`src/rtl/clk_ratio_monitor_pkg.sv`:
```
// Shared types and default widths for the clock-ratio monitor.
package clk_ratio_pkg;

    typedef enum logic [1:0] {
        IDLE    = 2'd0,
        MEASURE = 2'd1,
        REPORT  = 2'd2
    } state_e;

    localparam int CNT_W_DEF       = 16;
    localparam int WIN_W_DEF       = 16;
    localparam int SYNC_STAGES_DEF = 2;

endpackage

```
`src/rtl/clk_ratio_monitor_if.sv`:
```
// Control/result bundle for clk_ratio_monitor; CLK_RATIO_DUTY_EN adds duty_tol/duty_err.
interface clk_ratio_monitor_if #(
    parameter int CNT_W = 16,
    parameter int WIN_W = 16
);
    logic             start;
    logic [WIN_W-1:0] win_len;
    logic [CNT_W-1:0] exp_min;
    logic [CNT_W-1:0] exp_max;
    logic             mon_in;
    logic             busy;
    logic             done;
    logic             pass;
    logic [CNT_W-1:0] edge_cnt;
    logic             overflow;
`ifdef CLK_RATIO_DUTY_EN
    logic [CNT_W-1:0] duty_tol;
    logic             duty_err;

    modport master (
        output start, win_len, exp_min, exp_max, mon_in, duty_tol,
        input  busy, done, pass, edge_cnt, overflow, duty_err
    );
    modport slave (
        input  start, win_len, exp_min, exp_max, mon_in, duty_tol,
        output busy, done, pass, edge_cnt, overflow, duty_err
    );
`else
    modport master (
        output start, win_len, exp_min, exp_max, mon_in,
        input  busy, done, pass, edge_cnt, overflow
    );
    modport slave (
        input  start, win_len, exp_min, exp_max, mon_in,
        output busy, done, pass, edge_cnt, overflow
    );
`endif
endinterface

```
`src/rtl/clk_ratio_edge_det.sv`:
```
// Synchronises the asynchronous monitored signal and flags its rising edges.
// level_o exists only when CLK_RATIO_DUTY_EN is defined.
module clk_ratio_edge_det #(
    parameter int SYNC_STAGES = 2
) (
    input  logic clk,
    input  logic rst_n,
    input  logic mon_i,
`ifdef CLK_RATIO_DUTY_EN
    output logic level_o,
`endif
    output logic rise_o
);
    // Fewer than two stages would not be a safe synchroniser.
    localparam int NSYNC = (SYNC_STAGES < 2) ? 2 : SYNC_STAGES;

    logic [NSYNC-1:0] sync_q;
    logic             prev_q;
    logic             cur;

    always_ff @(posedge clk or negedge rst_n) begin
        if (!rst_n) begin
            sync_q <= '0;
            prev_q <= 1'b0;
        end else begin
            sync_q <= {sync_q[NSYNC-2:0], mon_i};
            prev_q <= sync_q[NSYNC-1];
        end
    end

    assign cur    = sync_q[NSYNC-1];
    assign rise_o = cur & ~prev_q;
`ifdef CLK_RATIO_DUTY_EN
    assign level_o = cur;
`endif

endmodule

```
`src/rtl/clk_ratio_monitor.sv`:
```
// Counts rising edges of mon_in over a window of clk cycles and checks them against a range.
// Optional duty-cycle check enabled by defining CLK_RATIO_DUTY_EN.
module clk_ratio_monitor
    import clk_ratio_pkg::*;
#(
    parameter int CNT_W       = CNT_W_DEF,
    parameter int WIN_W       = WIN_W_DEF,
    parameter int SYNC_STAGES = SYNC_STAGES_DEF
) (
    input logic               clk,
    input logic               rst_n,
    clk_ratio_monitor_if.slave bus
);

    function automatic logic [CNT_W-1:0] sat_inc(input logic [CNT_W-1:0] v);
        return (&v) ? v : v + CNT_W'(1);
    endfunction

    function automatic logic in_range(input logic [CNT_W-1:0] v,
                                      input logic [CNT_W-1:0] lo,
                                      input logic [CNT_W-1:0] hi);
        return (lo <= hi) && (v >= lo) && (v <= hi);
    endfunction

    state_e           state_q, state_d;
    logic [WIN_W-1:0] win_q, win_d;
    logic [CNT_W-1:0] min_q, min_d;
    logic [CNT_W-1:0] max_q, max_d;
    logic [CNT_W-1:0] cnt_q, cnt_d;
    logic [CNT_W-1:0] edge_cnt_q, edge_cnt_d;
    logic             ovf_q, ovf_d;
    logic             busy_q, busy_d;
    logic             done_q, done_d;
    logic             pass_q, pass_d;
    logic             duty_ok;
    logic             rise;

`ifdef CLK_RATIO_DUTY_EN
    function automatic logic [CNT_W:0] abs_diff(input logic [CNT_W-1:0] a,
                                                input logic [CNT_W-1:0] b);
        logic signed [CNT_W:0] d;
        d = $signed({1'b0, a}) - $signed({1'b0, b});
        return (d < 0) ? $unsigned(-d) : $unsigned(d);
    endfunction

    logic             level;
    logic [CNT_W-1:0] tol_q, tol_d;
    logic [CNT_W-1:0] hi_q, hi_d;
    logic [CNT_W-1:0] lo_q, lo_d;
    logic             seen_q, seen_d;
    logic             derr_q, derr_d;
`endif

    clk_ratio_edge_det #(
        .SYNC_STAGES (SYNC_STAGES)
    ) u_edge (
        .clk     (clk),
        .rst_n   (rst_n),
        .mon_i   (bus.mon_in),
`ifdef CLK_RATIO_DUTY_EN
        .level_o (level),
`endif
        .rise_o  (rise)
    );

    always_comb begin
        state_d    = state_q;
        win_d      = win_q;
        min_d      = min_q;
        max_d      = max_q;
        cnt_d      = cnt_q;
        edge_cnt_d = edge_cnt_q;
        ovf_d      = ovf_q;
        busy_d     = busy_q;
        done_d     = 1'b0;
        pass_d     = pass_q;
        duty_ok    = 1'b1;
`ifdef CLK_RATIO_DUTY_EN
        tol_d  = tol_q;
        hi_d   = hi_q;
        lo_d   = lo_q;
        seen_d = seen_q;
        derr_d = derr_q;
`endif

        case (state_q)
            IDLE: begin
                if (bus.start) begin
                    win_d  = bus.win_len;
                    min_d  = bus.exp_min;
                    max_d  = bus.exp_max;
                    cnt_d  = '0;
                    ovf_d  = 1'b0;
                    pass_d = 1'b0;
                    busy_d = 1'b1;
`ifdef CLK_RATIO_DUTY_EN
                    tol_d  = bus.duty_tol;
                    hi_d   = '0;
                    lo_d   = '0;
                    seen_d = 1'b0;
                    derr_d = 1'b0;
`endif
                    state_d = (bus.win_len != '0) ? MEASURE : REPORT;
                end
            end
            MEASURE: begin
                win_d = win_q - WIN_W'(1);
                if (rise) begin
                    if (&cnt_q) ovf_d = 1'b1;
                    else        cnt_d = sat_inc(cnt_q);
                end
`ifdef CLK_RATIO_DUTY_EN
                // Run lengths are only meaningful once a full period has been framed by two rises.
                if (rise) begin
                    if (seen_q && (abs_diff(hi_q, lo_q) > {1'b0, tol_q})) derr_d = 1'b1;
                    hi_d   = CNT_W'(1);
                    lo_d   = '0;
                    seen_d = 1'b1;
                end else if (seen_q) begin
                    if (level) hi_d = sat_inc(hi_q);
                    else       lo_d = sat_inc(lo_q);
                end
`endif
                if (win_q == WIN_W'(1)) state_d = REPORT;
            end
            REPORT: begin
                busy_d  = 1'b0;
                state_d = IDLE;
            end
            default: state_d = IDLE;
        endcase

`ifdef CLK_RATIO_DUTY_EN
        duty_ok = !derr_d;
`endif
        // Results are registered on entry to REPORT so they are valid alongside done.
        if ((state_d == REPORT) && (state_q != REPORT)) begin
            done_d     = 1'b1;
            edge_cnt_d = cnt_d;
            pass_d     = in_range(cnt_d, min_d, max_d) && !ovf_d && duty_ok;
        end
    end

    always_ff @(posedge clk or negedge rst_n) begin
        if (!rst_n) begin
            state_q    <= IDLE;
            cnt_q      <= '0;
            edge_cnt_q <= '0;
            ovf_q      <= 1'b0;
            busy_q     <= 1'b0;
            done_q     <= 1'b0;
            pass_q     <= 1'b0;
`ifdef CLK_RATIO_DUTY_EN
            hi_q       <= '0;
            lo_q       <= '0;
            seen_q     <= 1'b0;
            derr_q     <= 1'b0;
`endif
        end else begin
            state_q    <= state_d;
            cnt_q      <= cnt_d;
            edge_cnt_q <= edge_cnt_d;
            ovf_q      <= ovf_d;
            busy_q     <= busy_d;
            done_q     <= done_d;
            pass_q     <= pass_d;
`ifdef CLK_RATIO_DUTY_EN
            hi_q       <= hi_d;
            lo_q       <= lo_d;
            seen_q     <= seen_d;
            derr_q     <= derr_d;
`endif
        end
    end

    // Settings latched on start; they are only read after being loaded.
    always_ff @(posedge clk) begin
        win_q <= win_d;
        min_q <= min_d;
        max_q <= max_d;
`ifdef CLK_RATIO_DUTY_EN
        tol_q <= tol_d;
`endif
    end

    assign bus.busy     = busy_q;
    assign bus.done     = done_q;
    assign bus.pass     = pass_q;
    assign bus.edge_cnt = edge_cnt_q;
    assign bus.overflow = ovf_q;
`ifdef CLK_RATIO_DUTY_EN
    assign bus.duty_err = derr_q;
`endif

endmodule

```
`src/flat_wrapper.sv`:
```
// flat-port wrapper written by rule: the top's interface ports become plain ports
module clk_ratio_monitor_flat import clk_ratio_pkg::*;
#(
    parameter int CNT_W       = CNT_W_DEF,
    parameter int WIN_W       = WIN_W_DEF,
    parameter int SYNC_STAGES = SYNC_STAGES_DEF
)
  (clk, rst_n, bus_start, bus_win_len, bus_exp_min, bus_exp_max, bus_mon_in, bus_busy, bus_done, bus_pass, bus_edge_cnt, bus_overflow);
  clk_ratio_monitor_if #(.CNT_W(CNT_W), .WIN_W(WIN_W)) bus_i ();
  input logic clk;
  input logic rst_n;
  input wire logic [$bits(bus_i.start)-1:0] bus_start;
  input wire logic [$bits(bus_i.win_len)-1:0] bus_win_len;
  input wire logic [$bits(bus_i.exp_min)-1:0] bus_exp_min;
  input wire logic [$bits(bus_i.exp_max)-1:0] bus_exp_max;
  input wire logic [$bits(bus_i.mon_in)-1:0] bus_mon_in;
  output wire logic [$bits(bus_i.busy)-1:0] bus_busy;
  output wire logic [$bits(bus_i.done)-1:0] bus_done;
  output wire logic [$bits(bus_i.pass)-1:0] bus_pass;
  output wire logic [$bits(bus_i.edge_cnt)-1:0] bus_edge_cnt;
  output wire logic [$bits(bus_i.overflow)-1:0] bus_overflow;
  assign bus_i.start = bus_start;
  assign bus_i.win_len = bus_win_len;
  assign bus_i.exp_min = bus_exp_min;
  assign bus_i.exp_max = bus_exp_max;
  assign bus_i.mon_in = bus_mon_in;
  assign bus_busy = bus_i.busy;
  assign bus_done = bus_i.done;
  assign bus_pass = bus_i.pass;
  assign bus_edge_cnt = bus_i.edge_cnt;
  assign bus_overflow = bus_i.overflow;
  clk_ratio_monitor #(.CNT_W(CNT_W), .WIN_W(WIN_W), .SYNC_STAGES(SYNC_STAGES)) u_core (.clk(clk), .rst_n(rst_n), .bus(bus_i));
endmodule
```
`config.mk`:
```
export PLATFORM = sky130hd
export DESIGN_NAME = clk_ratio_monitor_flat
export DESIGN_NICKNAME = d
export VERILOG_FILES = /design/src/rtl/clk_ratio_monitor_pkg.sv /design/src/rtl/clk_ratio_monitor_if.sv /design/src/rtl/clk_ratio_edge_det.sv /design/src/rtl/clk_ratio_monitor.sv /design/src/flat_wrapper.sv
export SDC_FILE = /design/constraint.sdc
export NUM_CORES = 1
export LEC_CHECK = 0
export BUFFER_PORTS_ARGS = -buffer_cell sky130_fd_sc_hd__buf_2
export CAP_MARGIN = 20
export CORE_MARGIN = 1
export CORE_UTILIZATION = 55
export DETAILED_ROUTE_END_ITERATION = 8
export PLACE_DENSITY = 0.78
export SYNTH_ARGS = -nofsm -noshare
export SYNTH_HDL_FRONTEND = slang
export SYNTH_HIERARCHICAL = 1
export SYNTH_SLANG_ARGS = --single-unit
```
`constraint.sdc`:
```
create_clock -name clk -period 4.2 [get_ports clk]
set_input_delay 0.63 -clock clk [delete_from_list [all_inputs] [get_ports clk]]
set_output_delay 0.63 -clock clk [all_outputs]
set_load 0.05 [all_outputs]
```
==> out/qor.txt <==
Final-report hold violation count = 0
Post-synthesis mux area share = 9.37%
Initial antenna violation count = 0
Post-synthesis register bit count = 89
N_diodes = 0
Area of the core = 8720 um^2
Crit path DAT = 3990 ps
Synth Area in XOR/XNOR = 2.83%
Post-synthesis cell type count = 60
RSZ-0062 raised after global routing = no
Sequential cell area = 2150 um^2
CTS HTree Levels = 3
Yosys warnings = 6
Clk buf depth = 2
Crit path max-delay cell type = or4b_1
Post-synthesis async set-or-reset flop share = 46.1%
Die height = 96.9 um
Fin area = 5660 um^2
Placed cell area = 5460 um^2
Fraction of layout cells with a size suffix above 1 = 20.0%
Inserted Clock Buffers = 9
Final period utilization = 88.6%
Multi-input gate area = 2600 um^2
# setup viols final = 0
Area growth from synthesis to layout = 14.2%
Setup TNS = 0 ps
Biggest area consumer among synthesized cells = dfrtp_1
Setup Skew = 11.6 ps
CP Launch Point = u_core/cnt_q[0]
FP Rows = 34
Largest net degree at the start of global routing = 43
Post-Syn Nets = 592
Die ar. = 9390 um^2
Root buf cell = clkbuf_8
Worst r2r path cells = 13
Remaining DRCs = 0
Worst-Skew Late Latency = 350 ps
Initial DRC Count = 209
Crit path cell chain = ha_1 -> and3_1 -> and4_4 -> a31oi_4 -> or4b_1 -> mux2i_1 -> ha_1 -> a21oi_1 -> o221a_2 -> o31ai_1 -> a2111oi_0 -> o21ai_0 -> o31ai_2
Antenna Nets Post-Route = 0
Top Ports = 72
Static leakage = 0.00263 uW
CTS sink cnt = 89
Routability Congestion = 0.934
Detailed Place HPWL = 8450 um
Post-synthesis compound-gate area fraction = 11.4%
Rel. slew slack = 41.2%
Fmax = 0.269 GHz
Combinational family with the most area after synthesis = simple AND/OR/NAND/NOR gates
Crit-path max cell delay = 480 ps
First-pass GRT wire length = 18,700 um
Syn_area_per_cell = 10.1 um^2
Reg-to-reg endpoint = u_core/bus.pass
Critical path's top delay family = compound AO/OA/AOI/OAI gates
Most frequent CP cell = ha_1
Synth top area share = 20.7%
Fin nets = 668
Gr ovfl total = 0
Status = finished, final reports clean
Post-CTS sizing = 0
Total Routing Usage GR = 24.7%
Die W = 96.9 um
Critical path buffer and inverter count = 0
Seq/Total Area, Yosys = 43.3%
Number of setup buffers added after CTS = 0
Worst min path class = flip-flop to flip-flop
Top cells by count, synth = nand2_1 (52), ha_1 (51), dfrtp_1 (41), inv_1 (39), mux2i_1 (34)
Mapped Cells = 489
Via density = 5.84
Drt wl/cell = 16.4 um
Most numerous cell in the Yosys netlist = nand2_1
Hold buffers post-CTS = 0
PortBufs = 71
Synth top area cells = dfrtp_1 (21%), dfxtp_1 (13%), ha_1 (13%)
R2r startpoint = u_core/cnt_q[0]
Clock Pin Slew Worst Setup and Hold Paths = 90 ps
Final Max Slew Viols = 0
Pwr per Cell Area = 438 nW/um^2
Setup slack, reg-to-reg = 480 ps
Critical Path End = u_core/bus.pass
Vias = 3,957
EDFF count, synth = 16
CP startpoint kind = flip-flop
Ys flop type = dfrtp_1
Hold Crit Start = u_core/u_edge/sync_q[0]
Worst VDD drop = 0.292 mV
Crit Path Class = flip-flop to flip-flop
Total Wirelength = 11,200 um
CP Max Fanout = 5
CTS tree = built
FILL cells = 703
Max-cap viol count = 0
Cell count along the critical path = 13
Simple-gate area share of the yosys netlist = 15.9%
Worst setup EP type = flip-flop
Period minus WS final = 3720 ps
Adder-Cell Fraction of Synth Area = 12.9%
Vias in the first global route = 4,063
Worst-Margin Slew = 882 ps
Starting Density = 56.8%
DR pass1 iterations = 5
Worst endpoint required time = 4470 ps
Cell Area, Synth = 4960 um^2
## sequential cells by signal, summed over array words and instances (netlist names)
signal / flops
u_core/cnt_q: 16
u_core/u_edge/prev_q: 1
u_core/bus.overflow: 1
u_core/bus.pass: 1
u_core/bus.done: 1
u_core/u_edge/sync_q: 2
u_core/bus.busy: 1
u_core/bus.edge_cnt: 16
u_core/min_q: 16
u_core/max_q: 16
u_core/win_q: 16
u_core/state_q: 2
## worst min path at each step
| stage | endpoint | cells after the start |
|---|---|---|
| 5_1_grt | u_core/u_edge/sync_q[0] | 1 |
| 3_3_place_gp | u_core/u_edge/sync_q[1] | 0 |
| 6_report | u_core/u_edge/sync_q[1] | 0 |
| 4_1_cts | u_core/u_edge/sync_q[1] | 0 |
| 3_5_place_dp | u_core/u_edge/sync_q[1] | 0 |
| 2_1_floorplan | u_core/bus.busy | 0 |
## per-layer routing
| metal | vias to the layer above | part of all wire, % | track usage, % |
|---|---|---|---|
| met3 | 20 | 3.8 | 4.84 |
| met4 | 0 | 2.0 | 10.2 |
| met1 | 1902 | 44 | 30.5 |
| met5 | - | 0 | 0 |
| li1 | 1930 | - | - |
| met2 | 105 | 50 | 42.1 |
## cells by family after synthesis
kind of cell               count (synthesis)
and+or+nand+nor                          150
DFF                                       89
AOI/OAI and AO/OA                         85
buffers and inverters                     53
adders and majority gates                 51
muxes                                     45
xor gates and xnor gates                  16
## report_power, final
part | total, uW | internal, uW | switching [uW]
Combinational | 698 | 287 | 411
Sequential | 1170 | 1020 | 146
Clock | 612 | 311 | 300
## metrics by stage
step | power (uW) | util [%] | instances | worst slack [ps] | hold WS, ps
floorplan | 1640 | - | 489 | 943 | 331
global placement | 1820 | 62.6 | 662 | 734 | 346
detailed placement | 1870 | 62.6 | 662 | 610 | 359
CTS | 2480 | 64.9 | 678 | 507 | 371
global route | 2650 | 64.9 | 678 | 223 | 353
finish | 2480 | 64.9 | 678 | 480 | 363
## cell type report
type	count	share of cell area, %
multi-input combinational	347	45.9
sequential	89	37.9
timing repair buffer	78	7.43
clock buffer	12	2.76
inverter	40	2.70
tap	108	2.39
clock inverter	4	0.862
## cell usage in the layout, fill, tap and decap left out, types with 3 or more instances in the layout
| cell | n |
|---|---|
| buf_2 | 71 |
| nand2_1 | 52 |
| ha_1 | 51 |
| dfrtp_1 | 41 |
| inv_1 | 39 |
| mux2i_1 | 34 |
| dfxtp_1 | 32 |
| a21oi_1 | 24 |
| nor2_1 | 21 |
| o21ai_0 | 19 |
| nand4_1 | 16 |
| edfxtp_1 | 16 |
| nand3_1 | 13 |
| nor3_1 | 11 |
| xnor2_1 | 11 |
| nor4_1 | 10 |
| clkbuf_8 | 9 |
| mux2_2 | 7 |
| o31ai_1 | 6 |
| buf_4 | 6 |
| xor2_1 | 5 |
| a31oi_1 | 4 |
| mux2_1 | 4 |
| and4_1 | 3 |
| and3_1 | 3 |
| o41ai_1 | 3 |
| o21a_1 | 3 |
| nand2b_1 | 3 |
| o21ai_1 | 3 |
| o211ai_1 | 3 |
Power figures use the tool's default switching activity.
